$ cat src/rtl/async_fifo_pkg.sv
// Shared helpers for the async FIFO pointer controllers: gray/binary pointer conversion.
// Functions work on a wide word; callers extend their pointer in and truncate the result.
package async_fifo_pkg;

    localparam int PTR_MAX_W = 32;

    typedef logic [PTR_MAX_W-1:0] ptr_word_t;

    function automatic ptr_word_t bin2gray(input ptr_word_t bin);
        return (bin >> 1) ^ bin;
    endfunction

    // Zero-extended gray input decodes correctly because the upper zeros contribute nothing.
    function automatic ptr_word_t gray2bin(input ptr_word_t gray);
        ptr_word_t bin;
        bin[PTR_MAX_W-1] = gray[PTR_MAX_W-1];
        for (int i = PTR_MAX_W - 2; i >= 0; i--) begin
            bin[i] = bin[i+1] ^ gray[i];
        end
        return bin;
    endfunction

endpackage

$ cat src/rtl/async_fifo_sync.sv
// Multi-flop synchronizer for a gray-coded pointer crossing into this clock domain.
// Reusable by both the write-side and read-side pointer controllers.
module async_fifo_sync #(
    parameter int WIDTH  = 5,
    parameter int STAGES = 2
) (
    input  logic             clk_i,
    input  logic             srst_i,
    input  logic [WIDTH-1:0] d_i,
    output logic [WIDTH-1:0] q_o
);

    logic [WIDTH-1:0] stage_q [STAGES];
    logic [WIDTH-1:0] stage_d [STAGES];

    genvar gi;
    generate
        for (gi = 0; gi < STAGES; gi++) begin : g_stage
            if (gi == 0) begin : g_head
                assign stage_d[gi] = d_i;
            end else begin : g_tail
                assign stage_d[gi] = stage_q[gi-1];
            end
        end
    endgenerate

    always_ff @(posedge clk_i) begin
        for (int i = 0; i < STAGES; i++) begin
            stage_q[i] <= srst_i ? '0 : stage_d[i];
        end
    end

    assign q_o = stage_q[STAGES-1];

endmodule

$ cat src/rtl/async_fifo_wptr_full_ctrl.sv
// Write-side pointer/flag controller of an async FIFO: gray write pointer, full,
// almost-full, fill level and sticky overflow, all in the write clock domain.
module async_fifo_wptr_full_ctrl
    import async_fifo_pkg::*;
#(
    parameter int ADDR_WIDTH         = 4,
    parameter int ALMOST_FULL_BUFFER = 2,
    parameter int SYNC_STAGES        = 2
) (
    input  logic                  wclk_i,
    input  logic                  wreset_i,
    input  logic                  wr_en_i,
    input  logic [ADDR_WIDTH:0]   rd_ptr_i,
    output logic [ADDR_WIDTH:0]   wr_ptr_o,
    output logic [ADDR_WIDTH-1:0] waddr_o,
    output logic                  wfull_o,
    output logic                  walmost_full_o,
    output logic [ADDR_WIDTH:0]   wlevel_o,
    output logic                  woverflow_o,
    input  logic                  wclr_ovf_i
);

    localparam int PTR_W = ADDR_WIDTH + 1;
    localparam int DEPTH = 2 ** ADDR_WIDTH;
    localparam logic [PTR_W-1:0] AF_THRESH = PTR_W'(DEPTH - ALMOST_FULL_BUFFER);

    logic [PTR_W-1:0]      rsync_rd_ptr;
    logic [PTR_W-1:0]      rsync_bin;
    logic                  do_write;
    logic [PTR_W-1:0]      next_bin;
    logic [PTR_W-1:0]      next_gray;

    logic [PTR_W-1:0]      wr_bin_q, wr_bin_d;
    logic [PTR_W-1:0]      wr_ptr_q, wr_ptr_d;
    logic [ADDR_WIDTH-1:0] waddr_q, waddr_d;
    logic                  wfull_q, wfull_d;
    logic                  walmost_full_q, walmost_full_d;
    logic [PTR_W-1:0]      wlevel_q, wlevel_d;
    logic                  woverflow_q, woverflow_d;

    async_fifo_sync #(
        .WIDTH  (PTR_W),
        .STAGES (SYNC_STAGES)
    ) u_rptr_sync (
        .clk_i  (wclk_i),
        .srst_i (wreset_i),
        .d_i    (rd_ptr_i),
        .q_o    (rsync_rd_ptr)
    );

    always_comb begin
        do_write  = wr_en_i & ~wfull_q;
        next_bin  = wr_bin_q + PTR_W'(do_write);
        next_gray = PTR_W'(bin2gray(ptr_word_t'(next_bin)));
        rsync_bin = PTR_W'(gray2bin(ptr_word_t'(rsync_rd_ptr)));

        wr_bin_d = next_bin;
        wr_ptr_d = next_gray;
        waddr_d  = next_bin[ADDR_WIDTH-1:0];
        wlevel_d = next_bin - rsync_bin;

        // Full when the write pointer is exactly one lap ahead of the synchronized read pointer.
        wfull_d = (next_gray == {~rsync_rd_ptr[ADDR_WIDTH:ADDR_WIDTH-1],
                                  rsync_rd_ptr[ADDR_WIDTH-2:0]});
        walmost_full_d = (wlevel_d >= AF_THRESH);

        woverflow_d = woverflow_q;
        if (wclr_ovf_i) begin
            woverflow_d = 1'b0;
        end
        if (wr_en_i & wfull_q) begin
            woverflow_d = 1'b1;
        end
    end

    always_ff @(posedge wclk_i) begin
        if (wreset_i) begin
            wr_bin_q       <= '0;
            wr_ptr_q       <= '0;
            waddr_q        <= '0;
            wfull_q        <= 1'b0;
            walmost_full_q <= 1'b0;
            wlevel_q       <= '0;
            woverflow_q    <= 1'b0;
        end else begin
            wr_bin_q       <= wr_bin_d;
            wr_ptr_q       <= wr_ptr_d;
            waddr_q        <= waddr_d;
            wfull_q        <= wfull_d;
            walmost_full_q <= walmost_full_d;
            wlevel_q       <= wlevel_d;
            woverflow_q    <= woverflow_d;
        end
    end

    assign wr_ptr_o       = wr_ptr_q;
    assign waddr_o        = waddr_q;
    assign wfull_o        = wfull_q;
    assign walmost_full_o = walmost_full_q;
    assign wlevel_o       = wlevel_q;
    assign woverflow_o    = woverflow_q;

endmodule

$ cat config.mk
export PLATFORM = sky130hd
export DESIGN_NAME = async_fifo_wptr_full_ctrl
export DESIGN_NICKNAME = d
export VERILOG_FILES = /design/src/rtl/async_fifo_pkg.sv /design/src/rtl/async_fifo_sync.sv /design/src/rtl/async_fifo_wptr_full_ctrl.sv
export SDC_FILE = /design/constraint.sdc
export NUM_CORES = 1
export LEC_CHECK = 0
export ABC_AREA = 1
export CAP_MARGIN = 20
export CORE_MARGIN = 1.5
export CORE_UTILIZATION = 26
export DETAILED_ROUTE_END_ITERATION = 7
export GPL_ROUTABILITY_DRIVEN = 0
export GPL_TIMING_DRIVEN = 0
export PLACE_DENSITY = 0.57
export REMOVE_ABC_BUFFERS = 1
export SLEW_MARGIN = 20
export SYNTH_ARGS = -nofsm -noshare
export SYNTH_HDL_FRONTEND = slang
export SYNTH_SLANG_ARGS = --single-unit
$ cat constraint.sdc
create_clock -name wclk_i -period 6.5 [get_ports wclk_i]
set_input_delay 0.65 -clock wclk_i [delete_from_list [all_inputs] [get_ports wclk_i]]
set_output_delay 0.65 -clock wclk_i [all_outputs]
set_load 0.02 [all_outputs]
==> flow_summary.yaml, run 1 <==
layout:
  layout_common_cells: "nand2_1 (32), inv_1 (27), dfxtp_1 (27)"
  fillers: 504
  fin_area_um2: 1600
  area_growth_pct: 27.4
  nets: 210
  layout_commonest_cell: "nand2_1"
  drive_gt1_share_pct: 8.33
  antenna_cells: 0
timing:
  max-slew-margin-rel_pct: 40.9
  finalHoldViolations: 0
  slew_viol_final: 0
  tightest_slew_ns: 0.884
  rsz0062_at_grt: "no"
  finalSetupViolCount: 0
  fin_setup_tns_ns: 0
  period_share_pct: 42.9
  clock_skew_ns: 0.00480
  min_period_ns: 2.79
  max_freq_mhz: 359
  worst_slack_ns: 3.71
flow_run:
  max-cap-violations: 0
clocking:
  cts_tree: "built"
  clock_path_buffers: 2
  cts.clk_slew.worst_paths_ns: 0.09
  cts_root_buffer: "clkbuf_8"
  cts_max_level: 1
  cts_sinks: 27
  cts_buffers: 3
  insertion_delay_ns: 0.27
  post_cts_resized: 0
  hold_buffers: 0
  cts_setup_buffers: 0
global_route:
  antenna_found_initial: 0
  overflow: 0
  grt.total_usage_pct: 10.2
  grt_pass1_vias: 992
  grt_first_pass_wirelength_mm: 4.15
  grt_max_degree: 24
hold_path:
  hold_class: "reg -> reg"
status:
  outcome: "complete, no violations"
critical_path:
  cp_slowest_stage_delay_ns: 0.48
  cp.buffers_inverters: 3
  r2r_slack_ns: 4.10
  crit_arrival_ns: 2.97
  criticalPathCategory: "in -> reg"
  required_ns: 6.68
  critPathMostFrequentCell: "ha_1"
  cpMaxStageDelayCell: "clkdlybuf4s50_1"
  crit_chain: "clkdlybuf4s50_1 -> inv_1 -> nor2_1 -> ha_1 -> ha_1 -> nand2_2 -> nand2_4 -> inv_2 -> ha_1 -> a21oi_1 -> o21ai_0 -> xor2_1 -> and2_1"
  start_kind: "input pin"
  critPathCaptureType: "flop"
  crit_family: "adder cells"
  path_max_fanout: 6
route:
  drtAntennaViolNets: 0
  routedWlPerCell_um: 9.45
  viasPerCell: 4.30
  vias: 1058
  finalWirelength_mm: 2.33
  drt_first_pass_iters: 4
  drc_errors: 0
  drt_iter0_drc: 78
place:
  io_buffers: 25
  dp_slack_ns: 3.39
  hpwl_mm: 1.79
  place_area_um2: 1560
power:
  power_frac_seq_pct: 49.7
  p_per_area_nw_per_um2: 231
  swShare_pct: 28.4
  netSwitchingPower_mw: 0.105
  power_leakage_nw: 0.743
  combPwrFrac_pct: 24.8
  power_frac_clock_pct: 25.5
  internal_power_mw: 0.265
  vdd_drop_max_uv: 77.5
die:
  row_count: 25
  start_util_pct: 26.8
  core_area_um2: 4690
  dieWidth_um: 72.5
  die_y_um: 72.5
  dieArea_um2: 5260
  ios: 26
synthesis:
  synth-simple-area-share_pct: 31.8
  netlist_instances: 166
  synth.cell_area_um2: 1260
  synth_xor_area_share_pct: 2.09
  synth_sequential_area_ratio_pct: 43.0
  syn_area_per_cell_um2: 7.58
  synth_compound_area_share_pct: 4.38
  postSynthRegisterBits: 27
  synth_cell_types: 23
  synthAdderAreaFrac_pct: 8.56
  synthMuxAreaShare_pct: 0
  synth-warning-count: 0
  synth_top_family_by_area: "simple AND/OR/NAND/NOR gates"
==> stage by stage <==
stage / std cells / power (mW) / utilization, % / hold WS, ns
after floorplan: 163 / 0.244 / - / 0.388
after global placement: 242 / 0.280 / 33.2 / 0.392
after detailed placement: 242 / 0.281 / 33.2 / 0.392
after CTS: 246 / 0.377 / 34.1 / 0.405
after global routing: 246 / 0.396 / 34.1 / 0.424
final: 246 / 0.370 / 34.1 / 0.404
==> cell families (layout without fill, tap and decap cells) <==
group / Yosys count / count (layout)
AND/OR/NAND/NOR: 86 / 86
buffers and inverters: 32 / 58
flip-flops: 27 / 27
AO/OA/AOI/OAI: 10 / 10
adder cells (fa/ha/maj): 8 / 8
XOR/XNOR: 3 / 3
==> state kept, by name, indices dropped and copies added, names as in the netlist <==
name	cells
wfull_o	1
wlevel_o	5
u_rptr_sync.stage_q	10
wr_bin_q	5
walmost_full_o	1
woverflow_o	1
wr_ptr_o	4
==> power groups by stage <==
stage	clock (mW)	sequential, mW	combinational, mW
2_1_floorplan	0	0.202	0.0423
3_3_place_gp	0	0.188	0.0920
3_5_place_dp	0	0.189	0.0928
4_1_cts	0.0998	0.185	0.0930
5_1_grt	0.106	0.186	0.105
6_report	0.0944	0.184	0.0919
==> layer usage <==
metal  routed length [um]  vias up  GRT usage, %
met5                    0        -             0
met4                   47        0          5.03
met3                  107        5          2.22
met2                 1040       26          16.8
met1                 1130      464          12.4
li1                     -      563             -
==> final cells by class <==
cell class              instances  area, um^2  area share, %
multi-input cells             107         589           36.8
repair buffers                 25         250           15.6
clock buffers                   4        45.0           2.81
well taps                      54        67.6           4.22
flip-flops and latches         27         541           33.7
inverters                      29         109           6.80
==> tightest hold or removal path, cell delays in order, from the launching register on <==
cell     delay (ns)
dfxtp_1        0.30
inv_1          0.04
nor2_1         0.03
==> worst paths after layout <==
kind,startpoint,to,cells after the start
worst min register to register,u_rptr_sync.stage_q[0][1]$_SDFF_PP0_,u_rptr_sync.stage_q[0][6]$_SDFF_PP0_,2
worst max-delay path,wr_en_i,wlevel_o[3]$_SDFF_PP0_,13
worst min-delay path,u_rptr_sync.stage_q[0][1]$_SDFF_PP0_,u_rptr_sync.stage_q[0][6]$_SDFF_PP0_,2
worst max register to register,u_rptr_sync.stage_q[0][9]$_SDFF_PP0_,walmost_full_o$_SDFF_PP0_,15
==> Yosys cell counts <==
master	number	area share, %
dfxtp_1	27	43
inv_1	27	8.1
inv_2	2	0.60
xor2_1	3	2.1
buf_6	1	0.90
and2_1	1	0.50
clkbuf_1	2	0.60
a21oi_1	7	2.8
nor2_1	21	6.3
o21ai_0	1	0.40
a21o_1	1	0.60
nor2_2	1	0.50
and3_1	1	0.50
nand2_1	32	9.6
ha_1	7	7.0
nand3_2	2	1.6
o21bai_1	1	0.60
nand4_1	4	2.0
nand2_2	7	3.5
nand2_4	1	0.90
nand3b_1	1	0.60
fa_1	1	1.6
nand3_1	15	6.0
Power figures use the tool's default switching activity.
==> inputs of run 2 (changes only) <==
--- a/config.mk
+++ b/config.mk
@@ -12,7 +12,7 @@
 export DETAILED_ROUTE_END_ITERATION = 7
 export GPL_ROUTABILITY_DRIVEN = 0
 export GPL_TIMING_DRIVEN = 0
-export PLACE_DENSITY = 0.57
+export PLACE_DENSITY = 0.59
 export REMOVE_ABC_BUFFERS = 1
 export SLEW_MARGIN = 20
 export SYNTH_ARGS = -nofsm -noshare
==> constraint.sdc (replaced) <==
create_clock -name wclk_i -period 2.4 [get_ports wclk_i]
set_input_delay 0.24 -clock wclk_i [delete_from_list [all_inputs] [get_ports wclk_i]]
set_output_delay 0.24 -clock wclk_i [all_outputs]
set_load 0.02 [all_outputs]
==> flow_summary.yaml, run 2 (synthesized netlist as in run 1, its figures left out) <==
clocking:
  cts_root_buffer: "clkbuf_8"
  cts_buffers: 3
  insertion_delay_ns: 0.27
  clock_path_buffers: 2
  cts_tree: "built"
  hold_buffers: 0
  cts_max_level: 1
  cts.clk_slew.worst_paths_ns: 0.09
  cts_sinks: 27
power:
  combPwrFrac_pct: 26.1
  netSwitchingPower_mw: 0.291
  power_mw: 1.02
  power_frac_clock_pct: 25.0
  swShare_pct: 28.6
  power_leakage_nw: 0.764
  p_per_area_nw_per_um2: 616
  vdd_drop_max_uv: 265
  internal_power_mw: 0.729
  power_frac_seq_pct: 49.0
timing:
  min_period_ns: 2.21
  period_share_pct: 92.2
  clock_skew_ns: 0.00213
  slew_viol_final: 0
  tightest_slew_ns: 0.868
  worst_slack_ns: 0.186
  fin_setup_tns_ns: 0
  whs_ns: 0.399
  max-slew-margin-rel_pct: 42.0
  finalHoldViolations: 0
  finalSetupViolCount: 0
  max_freq_mhz: 452
route:
  drc_errors: 0
  viasPerCell: 4.26
  drt_iter0_drc: 61
  routedWlPerCell_um: 9.43
  finalWirelength_mm: 2.35
  drt_first_pass_iters: 4
  vias: 1060
  drtAntennaViolNets: 0
global_route:
  antenna_found_initial: 0
  grt_first_pass_wirelength_mm: 4.16
  grt.total_usage_pct: 10.1
  overflow: 0
  grt_max_degree: 24
  grt_pass1_vias: 966
place:
  io_buffers: 25
  hpwl_mm: 1.71
  dp_slack_ns: -0.257
  place_area_um2: 1560
layout:
  regMostFlops: "u_rptr_sync.stage_q"
  largest_reg_flops: 10
  layout_common_cells: "nand2_1 (31), inv_1 (27), dfxtp_1 (26)"
  layout_commonest_cell: "nand2_1"
  nets: 213
  drive_gt1_share_pct: 13.8
  fin_area_um2: 1660
  multi_input_area_um2: 618
  register_area_um2: 542
  antenna_cells: 0
  area_growth_pct: 31.6
  fillers: 502
critical_path:
  required_ns: 2.58
  criticalPathCategory: "reg -> reg"
  crit_arrival_ns: 2.39
  cp_slowest_stage_delay_ns: 0.35
  critPathCaptureType: "flop"
  start_kind: "flop"
  crit_chain: "inv_1 -> nand2_1 -> nand2_2 -> nand2_1 -> nand2_2 -> nand2_1 -> nand2_2 -> xor2_1 -> inv_1 -> ha_1 -> fa_2 -> o21bai_2 -> a21o_1 -> nand3_1 -> nand3_2 -> nand2_1"
  path_max_fanout: 3
  cpMaxStageDelayCell: "fa_2"
  critPathMostFrequentCell: "nand2_1"
die:
  dieArea_um2: 5260
  ios: 26
  core_area_um2: 4690
  start_util_pct: 26.8
  die_y_um: 72.5
  row_count: 25
  dieWidth_um: 72.5
flow_run:
  max-cap-violations: 0
status:
  outcome: "complete, no violations"
hold_path:
  hold_class: "reg -> reg"
[run 2: cell count changes in the layout (fill, tap and decap cells not counted), sizes merged]
cell,delta
buf,+3
clkbuf,-1
clkinv,+1
[run 2: timing repair]
action / in CTS / in global routing
setup endpoints to repair: 2 / 3
gates resized for setup: 2 / 7
setup buffers: 0 / 3
pin swaps: 1 / 3
[run 2: stage by stage]
stage / cells / utilization, %
floorplan: 163 / -
global placement: 242 / 33.2
detailed placement: 242 / 33.2
CTS: 246 / 34.2
global route: 249 / 35.3
finish: 249 / 35.3
[run 2: layout make-up]
type	instances	area share, %
clock buffers	3	2.49
clock inverters	1	0.302
inverters	29	6.58
multi-input cells	107	37.3
flip-flops and latches	27	32.7
well taps	54	4.08
repair buffers	28	16.5
[run 2: path summary, 6_finish.rpt]
path                                                        endpoint  cells past startpoint  slack [ns]                                  from
worst max-delay path                       walmost_full_o$_SDFF_PP0_                     16        0.19  u_rptr_sync.stage_q[0][9]$_SDFF_PP0_
worst min-delay path            u_rptr_sync.stage_q[0][9]$_SDFF_PP0_                      2        0.40  u_rptr_sync.stage_q[0][4]$_SDFF_PP0_
worst max register to register             walmost_full_o$_SDFF_PP0_                     16        0.19  u_rptr_sync.stage_q[0][9]$_SDFF_PP0_
worst min register to register  u_rptr_sync.stage_q[0][9]$_SDFF_PP0_                      2        0.40  u_rptr_sync.stage_q[0][4]$_SDFF_PP0_
[run 2: power by group through the flow]
stage | registers, mW | logic (mW) | clock network (mW)
floorplan | 0.546 | 0.114 | 0
global placement | 0.510 | 0.248 | 0
detailed placement | 0.510 | 0.250 | 0
CTS | 0.500 | 0.252 | 0.271
global route | 0.504 | 0.302 | 0.289
finish | 0.500 | 0.266 | 0.255
[run 2: routing by layer]
layer  GRT usage (%)  part of all wire [%]
met3            2.92                   4.8
met5               0                     0
met4            3.14                  0.98
met1            13.1                    48
met2            16.1                    46
[run 2: critical path, delay by kind of cell (launching register included)]
kind,cells,cell delay [ns]
xor+xnor,1,0.15
simple gates,9,0.67
fa+ha+maj,2,0.55
compound gates,2,0.28
buf+inv,2,0.13
flops,1,0.34
==> inputs of run 3 (changes only) <==
--- a/config.mk
+++ b/config.mk
@@ -5,14 +5,14 @@
 export SDC_FILE = /design/constraint.sdc
 export NUM_CORES = 1
 export LEC_CHECK = 0
-export ABC_AREA = 1
+export ABC_AREA = 0
 export CAP_MARGIN = 20
 export CORE_MARGIN = 1.5
 export CORE_UTILIZATION = 26
 export DETAILED_ROUTE_END_ITERATION = 7
 export GPL_ROUTABILITY_DRIVEN = 0
 export GPL_TIMING_DRIVEN = 0
-export PLACE_DENSITY = 0.59
+export PLACE_DENSITY = 0.58
 export REMOVE_ABC_BUFFERS = 1
 export SLEW_MARGIN = 20
 export SYNTH_ARGS = -nofsm -noshare
==> constraint.sdc (replaced) <==
create_clock -name wclk_i -period 2.17 [get_ports wclk_i]
set_input_delay 0.217 -clock wclk_i [delete_from_list [all_inputs] [get_ports wclk_i]]
set_output_delay 0.217 -clock wclk_i [all_outputs]
set_load 0.02 [all_outputs]
==> flow_summary.yaml, run 3 <==
power:
  power_leakage_nw: 0.624
  power_mw: 1.19
  p_per_area_nw_per_um2: 713
  vdd_drop_max_uv: 288
layout:
  nets: 163
  layout_common_cells: "clkdlybuf4s50_1 (25), dfxtp_1 (25), nor2b_1 (13)"
  area_growth_pct: 47.0
  fin_area_um2: 1670
  drive_gt1_share_pct: 22.1
  regMostFlops: "u_rptr_sync.stage_q"
  antenna_cells: 0
  largest_reg_flops: 10
  fin_util_pct: 40.8
  fillers: 384
  fin_cells: 195
route:
  drt_first_pass_iters: 4
  drt_iter0_drc: 28
  routedWlPerCell_um: 10.8
  drc_errors: 0
  drtAntennaViolNets: 0
  finalWirelength_mm: 2.11
  vias: 796
  viasPerCell: 4.08
clocking:
  cts_max_level: 1
  cts_root_buffer: "clkbuf_8"
  cts_tree: "built"
  hold_buffers: 0
  cts_buffers: 3
  clock_path_buffers: 2
  cts_sinks: 27
  insertion_delay_ns: 0.27
  cts.clk_slew.worst_paths_ns: 0.09
die:
  dieArea_um2: 4770
  die_y_um: 69.0
  row_count: 23
  core_area_um2: 4090
  ios: 26
  dieWidth_um: 69.0
  start_util_pct: 27.7
hold_path:
  worst_hold_startpoint: "u_rptr_sync.stage_q[0][3]$_SDFF_PP0_"
  hold_depth: 1
  min_to: "u_rptr_sync.stage_q[0][8]$_SDFF_PP0_"
  hold_class: "reg -> reg"
critical_path:
  r2r_slack_ns: -0.21
  crit_chain: "xnor2_4 -> xor2_2 -> xor2_2 -> xnor2_1 -> ha_2 -> fa_2 -> nor2b_1 -> o21ai_1 -> nand3_1 -> a21oi_2 -> or2_4"
  r2r_end: "walmost_full_o$_SDFF_PP0_"
  cp_slowest_stage_delay_ns: 0.37
  critical_path_depth: 11
  crit_family: "XOR/XNOR gates"
  start_kind: "flop"
  reg2reg_from: "u_rptr_sync.stage_q[0][9]$_SDFF_PP0_"
  path_max_fanout: 2
  cp.buffers_inverters: 0
  required_ns: 2.34
  crit_arrival_ns: 2.55
  critPathCaptureType: "flop"
  criticalPathCategory: "reg -> reg"
  cpMaxStageDelayCell: "dfxtp_4"
  critPathMostFrequentCell: "xor2_2"
  worst_r2r_path_depth: 11
status:
  outcome: "finished, violations left"
  violations: "negative setup slack"
timing:
  finalHoldViolations: 0
  max_freq_mhz: 420
  worst_slack_ns: -0.210
  period_share_pct: 110
  fin_setup_tns_ns: -0.281
  clock_skew_ns: 0.00201
  finalSetupViolCount: 2
  rsz0062_at_grt: "yes"
  max-slew-margin-rel_pct: 40.0
  slew_viol_final: 0
  tightest_slew_ns: 0.897
  min_period_ns: 2.38
place:
  hpwl_mm: 1.52
  io_buffers: 25
  dpl.cell_count: 182
  place_area_um2: 1440
synthesis:
  synthFlopType: "dfxtp_1"
  postSynthRegisterBits: 27
  netlist_instances: 110
  synth_edf_count: 0
  synth_cell_types: 25
  synth_sequential_area_ratio_pct: 47.7
  yosysMostFrequentCell: "dfxtp_1"
  yosysTopAreaCell: "dfxtp_1"
  synth.cell_area_um2: 1130
  synthTopCellsByCount: "dfxtp_1 (27), nor2b_1 (14), xnor2_1 (14)"
  ys_top_cells_by_area: "dfxtp_1 (48%), xnor2_1 (11%), ha_1 (7.7%)"
  synth_top_area_share_pct: 47.7
  syn_area_per_cell_um2: 10.3
  async_flop_share_pct: 0
  synth-warning-count: 0
flow_run:
  max-cap-violations: 0
global_route:
  overflow: 0
  grt.total_usage_pct: 9.98
  grt_pass1_vias: 815
  grt_max_degree: 28
  grt_first_pass_wirelength_mm: 3.79
  antenna_found_initial: 0
==> run 3: how the worst max path moves through the flow <==
stage | from | endpoint | slack, ns
5_1_grt | u_rptr_sync.stage_q[0][9]$_SDFF_PP0_ | walmost_full_o$_SDFF_PP0_ | -0.39
4_1_cts | u_rptr_sync.stage_q[0][8]$_SDFF_PP0_ | walmost_full_o$_SDFF_PP0_ | -0.28
3_3_place_gp | wr_en_i | walmost_full_o$_SDFF_PP0_ | -0.85
2_1_floorplan | u_rptr_sync.stage_q[0][9]$_SDFF_PP0_ | walmost_full_o$_SDFF_PP0_ | -0.34
3_5_place_dp | wr_en_i | walmost_full_o$_SDFF_PP0_ | -0.93
6_report | u_rptr_sync.stage_q[0][9]$_SDFF_PP0_ | walmost_full_o$_SDFF_PP0_ | -0.21
==> run 3: cell families after synthesis <==
family / after synthesis / synth area share [%]
simple gates: 38 / 18.0
flops: 27 / 47.7
xor+xnor: 21 / 17.6
compound gates: 9 / 4.97
fa+ha+maj: 8 / 9.49
buf+inv: 7 / 2.32
==> run 3: power by group <==
part | internal (mW) | switching (mW) | total, mW
Combinational | 0.186 | 0.164 | 0.350
Clock | 0.129 | 0.152 | 0.281
Sequential | 0.539 | 0.0186 | 0.557
Total | 0.853 | 0.335 | 1.19
==> run 3: final cells by class <==
cell class / instances / area [um^2] / share of cell area, %
repair buffers: 34 / 322 / 19.3
inverters: 4 / 15.0 / 0.901
clock buffers: 3 / 41.3 / 2.48
well taps: 50 / 62.6 / 3.75
multi-input cells: 76 / 676 / 40.5
flip-flops and latches: 27 / 546 / 32.7
clock inverters: 1 / 5.00 / 0.300
==> run 3: per-stage QoR <==
stage               worst slack [ns]  hold WS, ns
global route                  -0.385        0.461
floorplan                     -0.343        0.284
global placement              -0.855        0.419
CTS                           -0.278        0.442
detailed placement            -0.933        0.422
finish                        -0.210        0.442
==> run 3: what timing repair did <==
action / CTS / global route
gates cloned: 0 / 0
pin swaps: 11 / 10
resized for setup: 15 / 9
setup buffers: 8 / 1
endpoints found under the setup margin: 6 / 6
==> run 3: metal layers <==
| metal | global-route usage [%] | part of all wire, % | up-vias |
|---|---|---|---|
| met2 | 16.8 | 52 | 19 |
| li1 | - | - | 416 |
| met4 | 4.58 | 1.6 | 0 |
| met3 | 2.49 | 4.1 | 4 |
| met1 | 11.9 | 43 | 357 |
| met5 | 0 | 0 | - |
